--- src/rtl/jac18_isa_pkg.sv ---
// jac18_isa_pkg: Jac1-8 opcode map, field positions, instruction classes and loader FSM states
package jac18_isa_pkg;

    localparam logic [4:0] Op_NOP  = 5'h00;
    localparam logic [4:0] Op_ADD  = 5'h01;
    localparam logic [4:0] Op_SUB  = 5'h02;
    localparam logic [4:0] Op_AND  = 5'h03;
    localparam logic [4:0] Op_OR   = 5'h04;
    localparam logic [4:0] Op_NOT  = 5'h05;
    localparam logic [4:0] Op_XOR  = 5'h06;
    localparam logic [4:0] Op_SHL  = 5'h07;
    localparam logic [4:0] Op_SHR  = 5'h08;
    localparam logic [4:0] Op_VAL  = 5'h09;
    localparam logic [4:0] Op_GOTO = 5'h10;
    localparam logic [4:0] Op_IFZ  = 5'h11;
    localparam logic [4:0] Op_IFNZ = 5'h12;
    localparam logic [4:0] Op_IFEQ = 5'h13;
    localparam logic [4:0] Op_IFST = 5'h14;
    localparam logic [4:0] Op_IFGT = 5'h15;

    localparam int OP1_BIT_POS = 9;
    localparam int OP2_BIT_POS = 4;

    localparam logic [1:0] ERR_NONE     = 2'b00;
    localparam logic [1:0] ERR_ILLEGAL  = 2'b01;
    localparam logic [1:0] ERR_OVERFLOW = 2'b10;

    typedef enum logic [2:0] {
        CLS_NOP,
        CLS_ALU2,
        CLS_PARAM,
        CLS_FLOW,
        CLS_ILLEGAL
    } instr_class_e;

    typedef enum logic [2:0] {
        ST_IDLE,
        ST_LOAD,
        ST_WRITE,
        ST_DONE,
        ST_ERROR
    } loader_state_e;

    function automatic instr_class_e instr_class(input logic [4:0] op);
        return (op == Op_NOP)                   ? CLS_NOP   :
               (op >= Op_ADD  && op <= Op_XOR)  ? CLS_ALU2  :
               (op >= Op_SHL  && op <= Op_VAL)  ? CLS_PARAM :
               (op >= Op_GOTO && op <= Op_IFGT) ? CLS_FLOW  : CLS_ILLEGAL;
    endfunction

endpackage

--- src/rtl/instr_pack.sv ---
// instr_pack: packs opcode/register/literal fields into one Jac1-8 instruction word
module instr_pack
    import jac18_isa_pkg::*;
#(
    parameter int NumOpCodeBits     = 5,
    parameter int SEL_WIDTH         = 2,
    parameter int DataWidth         = 8,
    parameter int PROGRAM_DataWidth = 16
) (
    input  logic [NumOpCodeBits-1:0]     i_opcode,
    input  logic [SEL_WIDTH-1:0]         i_op1,
    input  logic [SEL_WIDTH-1:0]         i_op2,
    input  logic [DataWidth-1:0]         i_literal,
    output logic [PROGRAM_DataWidth-1:0] o_word,
    output logic                         o_illegal
);

    instr_class_e                 w_cls;
    logic [PROGRAM_DataWidth-1:0] w_opc;
    logic [PROGRAM_DataWidth-1:0] w_op1;
    logic [PROGRAM_DataWidth-1:0] w_op2;
    logic [PROGRAM_DataWidth-1:0] w_lit;

    assign w_cls = instr_class(i_opcode);
    assign w_opc = {i_opcode, {(PROGRAM_DataWidth-NumOpCodeBits){1'b0}}};
    assign w_op1 = PROGRAM_DataWidth'(i_op1) << (OP1_BIT_POS - SEL_WIDTH + 1);
    assign w_op2 = PROGRAM_DataWidth'(i_op2) << (OP2_BIT_POS - SEL_WIDTH + 1);
    assign w_lit = PROGRAM_DataWidth'(i_literal);

    // Field layout chosen by class; NOP and illegal opcodes pack to an all-zero word
    always_comb begin
        o_illegal = (w_cls == CLS_ILLEGAL);
        o_word    = (w_cls == CLS_ALU2)                        ? (w_opc | w_op1 | w_op2) :
                    (w_cls == CLS_PARAM || w_cls == CLS_FLOW)  ? (w_opc | w_op1 | w_lit) : '0;
    end

endmodule

--- src/rtl/prog_loader_encoder.sv ---
// prog_loader_encoder: accepts instruction fields, packs them and writes consecutive program-memory words while holding the CPU
module prog_loader_encoder
    import jac18_isa_pkg::*;
#(
    parameter int PC_WIDTH          = 8,
    parameter int PROGRAM_DataWidth = 16,
    parameter int NumOpCodeBits     = 5,
    parameter int SEL_WIDTH         = 2,
    parameter int DataWidth         = 8
) (
    input  logic                         i_clk,
    input  logic                         i_rst_n,
    input  logic                         i_start,
    input  logic                         i_abort,
    input  logic                         i_in_valid,
    output logic                         o_in_ready,
    input  logic [NumOpCodeBits-1:0]     i_in_opcode,
    input  logic [SEL_WIDTH-1:0]         i_in_op1,
    input  logic [SEL_WIDTH-1:0]         i_in_op2,
    input  logic [DataWidth-1:0]         i_in_literal,
    input  logic                         i_in_last,
    output logic                         o_prog_wr_en,
    output logic [PC_WIDTH-1:0]          o_prog_wr_adr,
    output logic [PROGRAM_DataWidth-1:0] o_prog_wr_data,
    output logic                         o_cpu_hold,
    output logic                         o_done,
    output logic [1:0]                   o_err,
    output logic [PC_WIDTH:0]            o_word_count
);

    loader_state_e                r_state;
    logic [PC_WIDTH-1:0]          r_adr;
    logic [PC_WIDTH:0]            r_cnt;
    logic [1:0]                   r_err;
    logic [PROGRAM_DataWidth-1:0] r_word;
    logic                         r_last;

    loader_state_e                w_state_nxt;
    logic [PC_WIDTH-1:0]          w_adr_nxt;
    logic [PC_WIDTH:0]            w_cnt_nxt;
    logic [1:0]                   w_err_nxt;
    logic [PROGRAM_DataWidth-1:0] w_word_nxt;
    logic                         w_last_nxt;
    logic [PROGRAM_DataWidth-1:0] w_word;
    logic                         w_illegal;

    instr_pack #(
        .NumOpCodeBits     (NumOpCodeBits),
        .SEL_WIDTH         (SEL_WIDTH),
        .DataWidth         (DataWidth),
        .PROGRAM_DataWidth (PROGRAM_DataWidth)
    ) u_pack (
        .i_opcode  (i_in_opcode),
        .i_op1     (i_in_op1),
        .i_op2     (i_in_op2),
        .i_literal (i_in_literal),
        .o_word    (w_word),
        .o_illegal (w_illegal)
    );

    // State and datapath registers; reset abandons any load in progress
    always_ff @(posedge i_clk) begin
        if (!i_rst_n) begin
            r_state <= ST_IDLE;
            r_adr   <= '0;
            r_cnt   <= '0;
            r_err   <= ERR_NONE;
            r_word  <= '0;
            r_last  <= 1'b0;
        end else begin
            r_state <= w_state_nxt;
            r_adr   <= w_adr_nxt;
            r_cnt   <= w_cnt_nxt;
            r_err   <= w_err_nxt;
            r_word  <= w_word_nxt;
            r_last  <= w_last_nxt;
        end
    end

    // Next-state logic; abort takes priority over start wherever both matter
    always_comb begin
        w_state_nxt = r_state;
        w_adr_nxt   = r_adr;
        w_cnt_nxt   = r_cnt;
        w_err_nxt   = r_err;
        w_word_nxt  = r_word;
        w_last_nxt  = r_last;
        case (r_state)
            ST_IDLE: begin
                if (i_start && !i_abort) begin
                    w_state_nxt = ST_LOAD;
                    w_adr_nxt   = '0;
                    w_cnt_nxt   = '0;
                end
            end
            ST_LOAD: begin
                if (i_abort) begin
                    w_state_nxt = ST_IDLE;
                end else if (i_in_valid && w_illegal) begin
                    w_state_nxt = ST_ERROR;
                    w_err_nxt   = ERR_ILLEGAL;
                end else if (i_in_valid) begin
                    w_state_nxt = ST_WRITE;
                    w_word_nxt  = w_word;
                    w_last_nxt  = i_in_last;
                end
            end
            ST_WRITE: begin
                w_adr_nxt   = r_adr + 1'b1;
                w_cnt_nxt   = r_cnt + 1'b1;
                w_state_nxt = i_abort ? ST_IDLE  :
                              r_last  ? ST_DONE  :
                              &r_adr  ? ST_ERROR : ST_LOAD;
                w_err_nxt   = (!i_abort && !r_last && &r_adr) ? ERR_OVERFLOW : r_err;
            end
            ST_DONE: begin
                w_state_nxt = ST_IDLE;
            end
            ST_ERROR: begin
                if (i_abort) begin
                    w_state_nxt = ST_IDLE;
                    w_err_nxt   = ERR_NONE;
                end else if (i_start) begin
                    w_state_nxt = ST_LOAD;
                    w_err_nxt   = ERR_NONE;
                    w_adr_nxt   = '0;
                    w_cnt_nxt   = '0;
                end
            end
            default: begin
                w_state_nxt = ST_IDLE;
            end
        endcase
    end

    assign o_in_ready     = (r_state == ST_LOAD);
    assign o_prog_wr_en   = (r_state == ST_WRITE);
    assign o_prog_wr_adr  = r_adr;
    assign o_prog_wr_data = r_word;
    assign o_cpu_hold     = (r_state == ST_LOAD) || (r_state == ST_WRITE) || (r_state == ST_ERROR);
    assign o_done         = (r_state == ST_DONE);
    assign o_err          = r_err;
    assign o_word_count   = r_cnt;

endmodule

--- config.mk ---
export PLATFORM = sky130hd
export DESIGN_NAME = prog_loader_encoder
export DESIGN_NICKNAME = d
export VERILOG_FILES = /design/src/rtl/jac18_isa_pkg.sv /design/src/rtl/instr_pack.sv /design/src/rtl/prog_loader_encoder.sv
export SDC_FILE = /design/constraint.sdc
export NUM_CORES = 1
export LEC_CHECK = 0
export ABC_AREA = 0
export BUFFER_PORTS_ARGS = -buffer_cell sky130_fd_sc_hd__buf_2
export CAP_MARGIN = 20
export CELL_PAD_IN_SITES_DETAIL_PLACEMENT = 0
export CELL_PAD_IN_SITES_GLOBAL_PLACEMENT = 1
export CORE_MARGIN = 2
export CORE_UTILIZATION = 42
export CTS_CLUSTER_DIAMETER = 100
export CTS_CLUSTER_SIZE = 14
export DETAILED_ROUTE_END_ITERATION = 16
export PLACE_DENSITY = 0.93
export REMOVE_ABC_BUFFERS = 1
export SYNTH_ARGS = -nofsm -noshare
export SYNTH_HDL_FRONTEND = slang
export SYNTH_HIERARCHICAL = 1
export SYNTH_SLANG_ARGS = --single-unit
--- constraint.sdc ---
create_clock -name i_clk -period 3.3 [get_ports i_clk]
set_input_delay 0.165 -clock i_clk [delete_from_list [all_inputs] [get_ports i_clk]]
set_output_delay 0.165 -clock i_clk [all_outputs]
set_load 0.01 [all_outputs]
# Yosys cells after proc, flatten, opt, wreduce, memory -nomap -nowiden

Cells that the tools add are included.

Output and inout port bits: 39
Flip-flop bits (word level): 39

Add/subtract/negate cells: 2
Reduce and logical (&&, ||, !) cells: 21
Muxes and demuxes: 30
Equality and inequality tests: 16
Bitwise logic cells: 5
$lt $le $gt $ge: 6

Operator list:

| operator              | number |
|---|---|
| $mux W3               | 13 |
| $mux W16              | 2 |
| $mux W9               | 3 |
| $pmux W9 S3           | 1 |
| $mux W8               | 3 |
| $pmux W8 S3           | 1 |
| $or A16 B10 Y16       | 1 |
| $or A16 B5 Y16        | 1 |
| $or A16 B8 Y16        | 1 |
| $eq A3 B2 Y1 const B  | 4 |
| $pmux W3 S4           | 1 |
| $mux W2               | 5 |
| $add A9 B1 Y9 const B | 1 |
| $add A8 B1 Y8 const B | 1 |
| $ne A2 B2 Y1 const B  | 4 |
| $reduce_and A4 Y1     | 2 |
| $reduce_and A8 Y1     | 1 |
| $logic_and A1 B1 Y1   | 7 |
| $eq A3 B1 Y1 const B  | 2 |
| $eq A3 B3 Y1 const B  | 2 |
| $pmux W2 S3           | 1 |
| $reduce_bool A3 Y1    | 2 |
| $ge A5 B1 Y1 const B  | 1 |
| $ge A5 B3 Y1 const B  | 1 |
| other kinds (14)      | 19 |

# Depth between registers and ports, before layout

Depth after elaboration: 11
Mapped depth: 8
Mapped depth without buffers: 6

# Hierarchy

Netlist, hierarchy kept.

Modules (own cells, without submodules):

| module              | area each (um^2) | cells an instance | sequential area each (um^2) | times used |
|---|---|---|---|---|
| prog_loader_encoder | 1,908.1          | 196               | 780.7                       | 1 |
| instr_pack          | 276.5            | 40                | 0.0                         | 1 |

# Worst setup path before layout

OpenSTA, ideal clock, no wires.

Path kind: reg2reg
From: reg r_state[1]
To: reg r_cnt[7], in the netlist o_word_count[7]
Arrival: 1.649 ns
Path slack: 1.581 ns
Required time: 3.230 ns
Period minus slack after synthesis: 1.719 ns
Cell stages (with the launch flop): 6
Library setup time: 0.070 ns
Path through: dfxtp_1 buf_6 or3b_4 a21o_1 or4_1 a21oi_1

Cells in the longest elaborated chain, start to end: 3
Elaborated cells between the ends (all ways): 9

Ends and longest elaborated chain:

| item                                                                       | line                      | source |
|---|---|---|
| start, declared                                                            | prog_loader_encoder.sv:31 | `loader_state_e r_state;` |
| start signal, assigned                                                     | prog_loader_encoder.sv:71 | `r_state <= w_state_nxt;` |
| $eq A3 B3 Y1 (tied with other cells)                                       | prog_loader_encoder.sv:88 | `case (r_state)` |
| $ne A2 B2 Y1 (no source line) / $reduce_bool A3 Y1 (equally long branches) | --                        |  |
| $reduce_and A4 Y1 (no source line)                                         | --                        |  |
| end signal, assigned                                                       | prog_loader_encoder.sv:73 | `r_cnt <= w_cnt_nxt;` |
| end, declared                                                              | prog_loader_encoder.sv:33 | `logic [PC_WIDTH:0] r_cnt;` |

Several ways; a longest one is shown, not always the timed one.
A chain may end at the register's enable or synchronous reset.

# Final worst setup path

From: reg r_state[1]
To: reg r_cnt[8], in the netlist o_word_count[8]

Same word-level chain as after synthesis.

==> results.sh <==
export IMPL_outcome="finished clean"
export IMPL_area_growth_pct=19.4
export IMPL_avgRoutedWirePerCell_um=12.4
export IMPL_pre_cts_slack_ps=1400
export IMPL_synth_xor_xnor_area_share_pct=4.81
export IMPL_clk_latency_ps=280
export IMPL_grt_ovfl_total=0
export IMPL_grt_pass1_vias=1684
export IMPL_fp_row_count=26
export IMPL_synth_top_family_by_area="simple AND/OR/NAND/NOR gates"
export IMPL_drtIter0Drc=87
export IMPL_hp_start="i_in_last"
export IMPL_ir_worst_vdd_uv=200
export IMPL_internal_power_uw=673
export IMPL_power_uw=906
export IMPL_viasPerCell=5.06
export IMPL_fin_setup_tns_ps=0
export IMPL_diodes=0
export IMPL_slew_viol_final=0
export IMPL_ff2ff_path_depth=4
export IMPL_synth_top_flop_cell="dfxtp_1"
export IMPL_whs_endpoint="r_last$_SDFFE_PN0P_"
export IMPL_yosys_area_share_simple_pct=24.3
export IMPL_whs_path_depth=3
export IMPL_io_buffer_count=61
export IMPL_htreeDepth=2
export IMPL_wirelength_mm=4.51
export IMPL_min_period_over_period_pct=58.4
export IMPL_synth_compound_area_share_pct=20.6
export IMPL_cp_slowest_cell="or3b_4"
export IMPL_r2r_slack_ps=1370
export IMPL_r2r_end="o_word_count[8]$_SDFFE_PN0P_"
export IMPL_cp_arrival_ps=2150
export IMPL_crit_type="flop to flop"
export IMPL_numCtsBuffers=5
export IMPL_initial_core_util_pct=43.0
export IMPL_core_area_um2=5070
export IMPL_pwr_share_seq_pct=53.1
export IMPL_grt_max_degree=24
export IMPL_setup_ws_ps=1370
export IMPL_clk_pin_slew_ps=80
export IMPL_synth_edff_count=0
export IMPL_routabilityCongestion=0.762
export IMPL_mappedNetlistArea_um2=2180
export IMPL_syn_inst=236
export IMPL_clock_sinks=39
export IMPL_critPathTopFamily="simple AND/OR/NAND/NOR gates"
export IMPL_ys_seq_area_share_pct=35.7
export IMPL_p_clk_share_pct=33.8
export IMPL_p_leak_nw=1.14
export IMPL_drt_pass1_iterations=4
export IMPL_relSlewSlack_pct=53.7
export IMPL_antenna_found_initial=0
export IMPL_post_cts_setup_buffers=0
export IMPL_power_switching_uw=233
export IMPL_die_h_um=76.1
export IMPL_worstPathRequired_ps=3520
export IMPL_crit_chain="or3b_4 > a21o_1 > or4_1 > a21oi_1"
export IMPL_startpoint_type="flop"
export IMPL_ys_seq_elements=39
export IMPL_switching_share_pct=25.7
export IMPL_worst_path_max_fanout=12
export IMPL_post_cts_resized=0
export IMPL_tightest_slew_ps=694
export IMPL_synth_fa_ha_area_share_pct=1.15
export IMPL_synthArstFlopShare_pct=0
export IMPL_synth_cell_types=58
export IMPL_setup_viol=0
export IMPL_end_kind="flop"
export IMPL_maxCapViolations=0
export IMPL_timing_rr_start="r_state[1]$_SDFFE_PN0P_"
export IMPL_fp_dieArea_um2=5790
export IMPL_max_stage_delay_ps=550
export IMPL_synthMuxAreaShare_pct=8.71
export IMPL_hp_class="input port to flop"
export IMPL_synth_warnings=6
export IMPL_cts_root_buf="clkbuf_8"
export IMPL_combinationalPowerShare_pct=13.1
export IMPL_drcViolationCount=0
export IMPL_die_w_um=76.1
export IMPL_rsz0062_at_grt="no"
export IMPL_dp_final_hpwl_mm=3.32
export IMPL_final_nets=319
export IMPL_avgSynthCellArea_um2=9.26
export IMPL_detail_route_antenna_nets=0
export IMPL_hold_viol_final=0
export IMPL_io_pins=62
export IMPL_pwr_density_cell_nw_per_um2=348
export IMPL_min_period_ps=1930
export IMPL_grt_usage_pct=16.1
export IMPL_cts_tree="done"
export IMPL_holdBufCountCts=0
export IMPL_layout_drive_gt1_share_pct=31.2
export IMPL_max_freq_mhz=519
export IMPL_fin_skew_ps=4.57
export IMPL_worst_path_buf_inv=0
export IMPL_clk_path_buf_depth=2
export IMPL_vias=1848
export IMPL_grt_pass1_wl_mm=7.83
## layout make-up
| type | count | area, µm² |
|---|---|---|
| fillers | 534 | 2470 |
| repair buffers | 63 | 320 |
| multi-input cells | 177 | 1310 |
| clock inverters | 3 | 15.0 |
| flip-flops and latches | 39 | 781 |
| inverters | 8 | 30.0 |
| clock buffers | 5 | 68.8 |
| well taps | 70 | 87.6 |
## how the worst max path moves through the flow
| stage | startpoint | endpoint | slack, ps | cells after the start |
|---|---|---|---|---|
| 3_5_place_dp | r_state[1]$_SDFFE_PN0P_ | o_word_count[8]$_SDFFE_PN0P_ | 1400 | 4 |
| 4_1_cts | r_state[1]$_SDFFE_PN0P_ | o_word_count[8]$_SDFFE_PN0P_ | 1380 | 4 |
| 3_3_place_gp | r_state[1]$_SDFFE_PN0P_ | o_word_count[7]$_SDFFE_PN0P_ | 1420 | 4 |
| 6_report | r_state[1]$_SDFFE_PN0P_ | o_word_count[8]$_SDFFE_PN0P_ | 1370 | 4 |
| 2_1_floorplan | r_state[0]$_SDFFE_PN0P_ | o_prog_wr_data[0]$_SDFFE_PN0P_ | 900 | 4 |
| 5_1_grt | r_state[1]$_SDFFE_PN0P_ | o_word_count[7]$_SDFFE_PN0P_ | 1300 | 4 |
## through the flow
| stage | instance area [µm²] | util [%] | cells | hold WS, ps |
|---|---|---|---|---|
| after floorplan | 2120 | - | 224 | 293 |
| after global placement | 2520 | 49.7 | 357 | 422 |
| after detailed placement | 2520 | 49.7 | 357 | 426 |
| after CTS | 2610 | 51.4 | 365 | 126 |
| after global routing | 2610 | 51.4 | 365 | 147 |
| final | 2610 | 51.4 | 365 | 137 |
## worst min-delay path: stages
cell	delay, ps
buf_2	70
mux2i_1	50
nor2b_1	90
## kinds of logic (layout without fill, tap and decap cells)
family / Yosys count / count (layout)
xor gates and xnor gates: 12 / 12
adders and majority gates: 2 / 2
and+or+nand+nor: 89 / 89
AOI/OAI and AO/OA: 54 / 54
muxes: 19 / 19
other: 1 / 1
buffers and inverters: 20 / 79
DFF: 39 / 39
## synthesized netlist by cell type, drive strengths merged, types with 4 or more instances
| library cell | n | area, µm² |
|---|---|---|
| nand4 | 5 | 31.3 |
| and3 | 4 | 25.0 |
| o21ai | 7 | 38.8 |
| mux2i | 19 | 190 |
| nor2b | 20 | 125 |
| nand3 | 7 | 35.0 |
| clkbuf | 4 | 15.0 |
| dfxtp | 39 | 781 |
| inv | 8 | 30.0 |
| o21bai | 4 | 30.0 |
| a2111oi | 4 | 97.6 |
| nor2 | 21 | 78.8 |
| a211oi | 5 | 37.5 |
| xnor2 | 12 | 105 |
| a21oi | 11 | 58.8 |
| buf | 8 | 53.8 |
| a21boi | 7 | 52.6 |
## layout by cell type (no fill, tap or decap), types with 2 or more instances in the layout
master,netlist,final
nor3_1,2,2
a2111oi_4,3,3
clkbuf_8,0,5
and2b_2,3,3
clkinv_2,0,3
mux2i_1,19,19
nand3_1,7,7
or4_1,2,2
nand4_1,5,5
buf_4,1,2
inv_1,8,8
nand2_1,3,3
nor2b_1,20,20
o21bai_1,4,4
o311ai_0,2,2
ha_1,2,2
or2_2,3,3
o31ai_1,2,2
or3_1,2,2
and3_1,4,4
and2_1,2,2
nand2b_1,3,3
dfxtp_1,39,39
nor4_1,2,2
o21ai_0,6,6
nor2_1,21,21
a21boi_0,7,7
buf_2,4,61
a211oi_1,5,5
a21oi_1,10,10
xnor2_1,12,12
## flip-flops by register name (all words and copies together), names as in the netlist
signal          count
r_last              1
o_prog_wr_adr       8
o_word_count        9
o_prog_wr_data     16
o_err               2
r_state             3
## power by group through the flow
stage                     clock network (mW)  logic [mW]  registers, mW
after floorplan                            0      0.0662          0.501
after global placement                     0       0.117          0.492
after detailed placement                   0       0.118          0.492
after CTS                              0.322       0.119          0.481
after global routing                   0.341       0.133          0.482
final                                  0.306       0.119          0.481
## layer usage
metal,vias up,wire length [µm],share of wire [%],global-route usage (%)
met1,841,2200,49,21.3
met3,7,200,4.4,3.91
met2,37,2030,45,25.6
li1,963,-,-,-
met4,0,78,1.7,6.00
met5,-,0,0,0
Note: power is estimated with default switching activity, not from simulation.
